<file path="src/rtl/pp_tree_pipe.sv">
// Pipelined 4:2-compressor reduction tree: NUM_PP rows become a sum/carry pair, or a
// single sum when FINAL_ADD=1. A valid/ready handshake collapses bubbles between stages.
module pp_tree_pipe #(
  parameter int WIDTH     = 64,
  parameter int NUM_PP    = 16,
  parameter int FINAL_ADD = 0,
  parameter int TAG_W     = 8
) (
  input  logic                    clk,
  input  logic                    rst_n,
  input  logic                    flush,
  input  logic                    in_valid,
  output logic                    in_ready,
  input  logic [NUM_PP*WIDTH-1:0] pp_in,
  input  logic [TAG_W-1:0]        tag_in,
  output logic                    out_valid,
  input  logic                    out_ready,
  output logic [WIDTH-1:0]        out_sum,
  output logic [WIDTH-1:0]        out_carry,
  output logic [TAG_W-1:0]        tag_out
);

  localparam int S = $clog2(NUM_PP) - 1;
  localparam int L = S + ((FINAL_ADD != 0) ? 1 : 0);

  if (NUM_PP != 4 && NUM_PP != 8 && NUM_PP != 16 && NUM_PP != 32 && NUM_PP != 64) begin : g_bad_num_pp
    $error("pp_tree_pipe: NUM_PP must be one of 4, 8, 16, 32, 64");
  end

  // Two chained full adders per bit; returns {carry << 1, sum} so the pair packs as rows {2j+1, 2j}.
  function automatic logic [2*WIDTH-1:0] compress42(input logic [WIDTH-1:0] a,
                                                     input logic [WIDTH-1:0] b,
                                                     input logic [WIDTH-1:0] c,
                                                     input logic [WIDTH-1:0] d);
    logic [WIDTH-1:0] s;
    logic [WIDTH-1:0] cy;
    logic             cin;
    logic             s1;
    logic             cout;
    s   = '0;
    cy  = '0;
    cin = 1'b0;
    for (int i = 0; i < WIDTH; i++) begin
      s1    = a[i] ^ b[i] ^ c[i];
      cout  = (a[i] & b[i]) | (a[i] & c[i]) | (b[i] & c[i]);
      s[i]  = s1 ^ d[i] ^ cin;
      cy[i] = (s1 & d[i]) | (s1 & cin) | (d[i] & cin);
      cin   = cout;
    end
    return {cy << 1, s};
  endfunction

  logic [L-1:0] v;
  logic [L-1:0] ready;

  // ready_k = ~v_k | ready_{k+1} unrolled: a stage moves unless it and everything ahead is full and stalled.
  for (genvar k = 0; k < L; k++) begin : g_ready
    assign ready[k] = out_ready | ~(&v[L-1:k]);
  end

  assign in_ready  = ready[0] | flush;
  assign out_valid = v[L-1];

  for (genvar k = 0; k < S; k++) begin : g_red
    localparam int RI = NUM_PP >> k;
    localparam int RO = RI / 2;

    logic [RI*WIDTH-1:0] rows_src;
    logic [RO*WIDTH-1:0] rows_c;
    logic [RO*WIDTH-1:0] rows_q;
    logic [TAG_W-1:0]    tag_src;
    logic [TAG_W-1:0]    tag_q;
    logic                v_src;
    logic                v_q;

    if (k == 0) begin : g_src
      assign rows_src = pp_in;
      assign tag_src  = tag_in;
      assign v_src    = in_valid;
    end else begin : g_src
      assign rows_src = g_red[k-1].rows_q;
      assign tag_src  = g_red[k-1].tag_q;
      assign v_src    = v[k-1];
    end

    for (genvar j = 0; j < RI / 4; j++) begin : g_cmp
      assign rows_c[2*j*WIDTH +: 2*WIDTH] = compress42(rows_src[(4*j)*WIDTH   +: WIDTH],
                                                       rows_src[(4*j+1)*WIDTH +: WIDTH],
                                                       rows_src[(4*j+2)*WIDTH +: WIDTH],
                                                       rows_src[(4*j+3)*WIDTH +: WIDTH]);
    end

    // Data is captured only when a valid set actually moves in; flush clears valid but keeps data.
    always_ff @(posedge clk or negedge rst_n) begin
      if (!rst_n) begin
        v_q    <= 1'b0;
        rows_q <= '0;
        tag_q  <= '0;
      end else if (flush) begin
        v_q <= 1'b0;
      end else if (ready[k]) begin
        v_q <= v_src;
        if (v_src) begin
          rows_q <= rows_c;
          tag_q  <= tag_src;
        end
      end
    end

    assign v[k] = v_q;
  end

  if (FINAL_ADD != 0) begin : g_fin
    logic [WIDTH-1:0] sum_q;
    logic [TAG_W-1:0] tag_q;
    logic             v_q;

    always_ff @(posedge clk or negedge rst_n) begin
      if (!rst_n) begin
        v_q   <= 1'b0;
        sum_q <= '0;
        tag_q <= '0;
      end else if (flush) begin
        v_q <= 1'b0;
      end else if (ready[L-1]) begin
        v_q <= v[S-1];
        if (v[S-1]) begin
          sum_q <= g_red[S-1].rows_q[WIDTH-1:0] + g_red[S-1].rows_q[2*WIDTH-1:WIDTH];
          tag_q <= g_red[S-1].tag_q;
        end
      end
    end

    assign v[L-1]    = v_q;
    assign out_sum   = sum_q;
    assign out_carry = '0;
    assign tag_out   = tag_q;
  end else begin : g_nofin
    assign out_sum   = g_red[S-1].rows_q[WIDTH-1:0];
    assign out_carry = g_red[S-1].rows_q[2*WIDTH-1:WIDTH];
    assign tag_out   = g_red[S-1].tag_q;
  end

endmodule
</file>
<file path="config.mk">
export PLATFORM = sky130hd
export DESIGN_NAME = pp_tree_pipe
export DESIGN_NICKNAME = d
export VERILOG_FILES = /design/src/rtl/pp_tree_pipe.sv
export SDC_FILE = /design/constraint.sdc
export NUM_CORES = 2
export LEC_CHECK = 0
export CORE_AREA = 2 2 461 463
export DETAILED_ROUTE_END_ITERATION = 8
export DIE_AREA = 0 0 463 465
export GPL_TIMING_DRIVEN = 0
export PLACE_DENSITY_LB_ADDON = 0.1
export SLEW_MARGIN = 15
export SYNTH_ARGS = -nofsm -noshare
export SYNTH_HDL_FRONTEND = slang
export SYNTH_SLANG_ARGS = --single-unit
</file>
<file path="constraint.sdc">
create_clock -name clk -period 4.1 [get_ports clk]
set_input_delay 0.615 -clock clk [delete_from_list [all_inputs] [get_ports clk]]
set_output_delay 0.615 -clock clk [all_outputs]
set_load 0.1 [all_outputs]
</file>
-- Word level (Yosys, flattened, before mapping)
Index checks and enable logic that the tools add are counted.
- order comparisons: 0
- mux-type cells: 6
- multipliers: 0
- reductions and logical operators: 8
- div/mod/pow operators: 0
- add/subtract/negate cells: 0
- eq/ne operators: 0
- bitwise operators: 6144
- shifts and indexed selects: 0
- operators by type and width (kind ; number):
    1-bit AND ; 2619
    1-bit XOR ; 1777
    1-bit OR ; 1744
    3-bit AND reduction ; 4
    1-bit 2-to-1 mux ; 6
    2-bit nonzero test ; 3
    1-bit NOT ; 4
    2-bit AND reduction ; 1
- memories: 0
- word-level logic and storage cells: 6167
- bits in latches: 0
- bits in read-only memories: 0
- bits in registers: 913
- output and inout port bits: 138
- memory bits (writable): 0
- input port bits: 1037

-- Longest topological paths before layout
- depth after elaboration: 6
- depth in mapped cells: 7
- mapped depth without buffers: 4

-- Worst setup path after synthesis
No wires, ideal clock.
- path type: flip-flop to output port
- from: register g_red[2].v_q, in the netlist out_valid
- to: output in_ready
- path buffers: 1
- cell stages (with the launch flop): 4
- path slack: 1315 ps
- arrival: 2170 ps
- data required time: 3485 ps
- path through: dfrtp_1 -> nor2b_1 -> buf_2 -> nand4b_1
- longest elaborated chain between the ends: 4
- RTL lines (item ; RTL line ; RTL):
    start: declaration ; 74 ; logic v_q;
    start signal: assignment ; 102 ; v_q <= v_src;
    3-bit AND reduction ; 58 ; assign ready[k] = out_ready | ~(&v[L-1:k]);
    1-bit NOT ; 58 ;
    1-bit OR ; 58 ;
    1-bit OR ; 61 ; assign in_ready = ready[0] | flush;
    end: declaration ; 13 ; output logic in_ready,
Every way passes these cells.

-- Worst setup path after layout
Ends and elaborated chain as after synthesis.

==> flow_summary_export.csv <==
group,metric,value,unit
power,p_clk_share,20.1,%
clock_tree,cts_resized,0,
global_routing,grt_antenna_before_repair,26,
placement,hpwl,162.1,mm
setup_path,required,3.48,ns
clock_tree,cts_tree,"built",
clock_tree,path_clk_slew,0.06,ns
timing,fin_setup_tns,0,ns
setup_path,endpoint,"in_ready",
timing,worst-slew-pin-transition,1.221,ns
synthesis,synth-warning-count,0,
detailed_routing,num_vias,28750,
clock_tree,cts-root-buf,"clkbuf_16",
timing,report.final.slew_viol_count,0,
synthesis,synthMuxAreaShare,21.21,%
layout,final_cells,7050,
placement,numPortBuffers,1172,
clock_tree,cts_made_buffers,110,
setup_path,critical_path.top_delay_family,"buffers and inverters",
setup_path,critPathKind,"flip-flop to primary output",
timing,hold_violations,0,
placement,place_inst,6845,
synthesis,synth_compound_area_share,0.05474,%
global_routing,grt_max_degree,137,
layout,layout-drive-gt1-share,28.29,%
detailed_routing,viasPerCell,4.078,
detailed_routing,wirelength,193.1,mm
die,fp-row-count,169,
global_routing,grt_pass1_wl,274.1,mm
timing,holdWs,0.3893,ns
timing,layout_setup_ws,0.7402,ns
power,switching_share,41.08,%
placement,place.gp.congestion,0.8740,
setup_path,crit-reg2reg-capture,"g_red[2].rows_q[77]$_DFFE_PN0P_",
job,maxCapViolCount,0,
layout,syn_to_final_growth,36.37,%
setup_path,worst_ep_arrival_time,2.74,ns
setup_path,r2r_cells,7,
timing,max_freq,297.6,MHz
setup_path,startpoint,"out_valid$_DFFE_PN0P_",
timing,finalCritPeriodShare,81.95,%
global_routing,grt_pass1_vias,34770,
worst_hold_path,hp-class,"input port to async pin",
detailed_routing,first_pass_iters,4,
power,intPower,28.37,mW
power,power_density,671.7,nW/um^2
layout,mostFrequentLayoutCells,"clkdlybuf4s50_1 (1169), dfrtp_1 (913), fa_1 (870)",
run_status,outcome,"finished clean",
clock_tree,cts_num_sinks,913,
setup_path,regToRegSetupSlack,1.04,ns
detailed_routing,drc_errors,0,
setup_path,critPathBufInv,2,
clock_tree,h-tree-depth,3,
setup_path,cp_cell_sequence,"nor2b_1 > buf_2 > nand4b_1 > clkdlybuf4s50_1",
detailed_routing,drtIter0Drc,823,
setup_path,end_kind,"primary output",
timing,finalCriticalPeriod,3.360,ns
synthesis,synth_area_leader_cell,"dfrtp_1",
clock_tree,worstSkewPairLatency,0.74,ns
power,pwr-share-seq,32.0,%
timing,finalSetupViolations,0,
synthesis,synthSimpleGateAreaFrac,0.07378,%
layout,final_common_cell,"clkdlybuf4s50_1",
synthesis,syn_area_per_cell,18.51,sq um
synthesis,synth.area.top_cells,"dfrtp_1 (43%), fa_1 (33%), mux2_2 (14%)",
synthesis,synthAdderAreaFrac,33.34,%
die,fp.dieW,463,microns
die,dieArea,215300,sq um
die,die-height,465,microns
synthesis,synth.distinct_cells,22,
synthesis,synth_xor_area_share,0.5331,%
setup_path,startpoint_type,"flip-flop",
placement,pre_cts_ws,0.2827,ns
synthesis,yosysSeqAreaShare,43.46,%
power,power_leakage,29.35,nW
layout,final_nets,6053,
setup_path,cpPeakStageDelay,1.21,ns
synthesis,syn-instance-count,2841,
timing,finalClockSkew,0.02596,ns
synthesis,synth_seq_cells,913,
layout,final_core_util,34.01,%
power,combPwrFrac,47.9,%
power,vdd_ir_drop_max,0.0003345,V
global_routing,gr-usage-all-layers,18.18,%
detailed_routing,post_drt_wl_per_cell,27.39,microns
clock_tree,cts.path.max_buffers,3,
power,power.switching,19.78,mW
setup_path,worstPathMaxFanout,7,
die,num_io_pins,1175,
timing,rsz0062_at_grt,"false",
setup_path,crit_slowest_cell,"clkdlybuf4s50_1",
detailed_routing,drtAntennaViolNets,0,
global_routing,gr-total-overflow,0,
synthesis,syn-cell-area,52570,sq um
die,start_util,24.94,%
setup_path,timing.rr.start,"out_valid$_DFFE_PN0P_",
setup_path,path_depth,4,
synthesis,synth_top_area_share,43.46,%
synthesis,synth_top_family_by_area,"adder cells",
timing,relSlewSlack,18.32,%
die,fp.coreArea,210800,sq um
## cell type report
| class | instances | area, sq um |
|---|---|---|
| antenna | 5 | 12.51 |
| buffer | 104 | 694.4 |
| clock buffer | 169 | 3254 |
| clock inverter | 30 | 297.8 |
| fill | 20620 | 139100 |
| inverter | 2 | 7.507 |
| multi-input combinational | 1823 | 29030 |
| sequential | 913 | 22850 |
| tap | 2821 | 3530 |
| timing repair buffer | 1183 | 12020 |
## how the worst min path moves through the flow
stage / from / to / slack, ns / depth (start not counted)
after CTS: rst_n / g_red[0].rows_q[270]$_DFFE_PN0P_ / 0.31 / 2
final: rst_n / g_red[0].rows_q[9]$_DFFE_PN0P_ / 0.39 / 2
after global placement: g_red[1].tag_q[7]$_DFFE_PN0P_ / tag_out[7]$_DFFE_PN0P_ / 0.49 / 1
after global routing: rst_n / g_red[0].rows_q[270]$_DFFE_PN0P_ / 0.37 / 2
after detailed placement: rst_n / g_red[0].rows_q[9]$_DFFE_PN0P_ / 0.47 / 1
after floorplan: rst_n / g_red[0].rows_q[0]$_DFFE_PN0P_ / 0.32 / 0
## repair_timing
item,CTS,global route
hold buffers,1,0
hold endpoints to repair,29,0
setup buffers,0,0
## registers in the layout, summed over array words and instances, names as in the netlist
name / flops
out_valid: 1
tag_out: 8
g_red.v_q: 2
g_red.rows_q: 886
g_red.tag_q: 16
## cells in the mapped netlist, drive strengths merged
cell type and instances:
conb 1, a211o 1, xor2 7, ha 9, buf 100, nor2b 1, a311o 1, fa 870
nor3b 1, xnor2 7, nor2 3, mux2 910, nand4b 1, dfrtp 913, nand3 1, inv 2
clkbuf 4, xnor3 7, a21oi 2
## logic make-up (layout without fill, tap and decap cells)
family | count (synthesis) | count (layout)
simple gates | 7 | 7
fa+ha+maj | 879 | 879
mux | 910 | 910
xor+xnor | 21 | 21
compound gates | 4 | 4
flops | 913 | 913
buf+inv | 106 | 1488
other cells | 1 | 7
## metal layers
metal	up-vias	global-route usage, %	part of all wire [%]
met5	-	0	0.056
met4	16	3.010	1.1
met2	863	33.39	54
met1	15570	21.56	39
met3	144	4.606	6.1
li1	12160	-	-
## power groups by stage
stage	logic [mW]	registers [mW]	clock network, mW
2_1_floorplan	9.71	19.5	0
3_5_place_dp	23.9	15.7	0
6_report	23.1	15.4	9.70
5_1_grt	25.5	16.0	10.4
3_3_place_gp	23.8	15.7	0
4_1_cts	24.0	15.5	10.1
## per-stage QoR
stage	cell area, sq um	power, mW
6_report	71690	48.16
5_1_grt	71690	51.96
4_1_cts	71690	49.68
3_5_place_dp	68120	39.54
3_3_place_gp	67840	39.50
2_1_floorplan	52580	29.18
No activity file was read; power rests on OpenSTA's default activity.
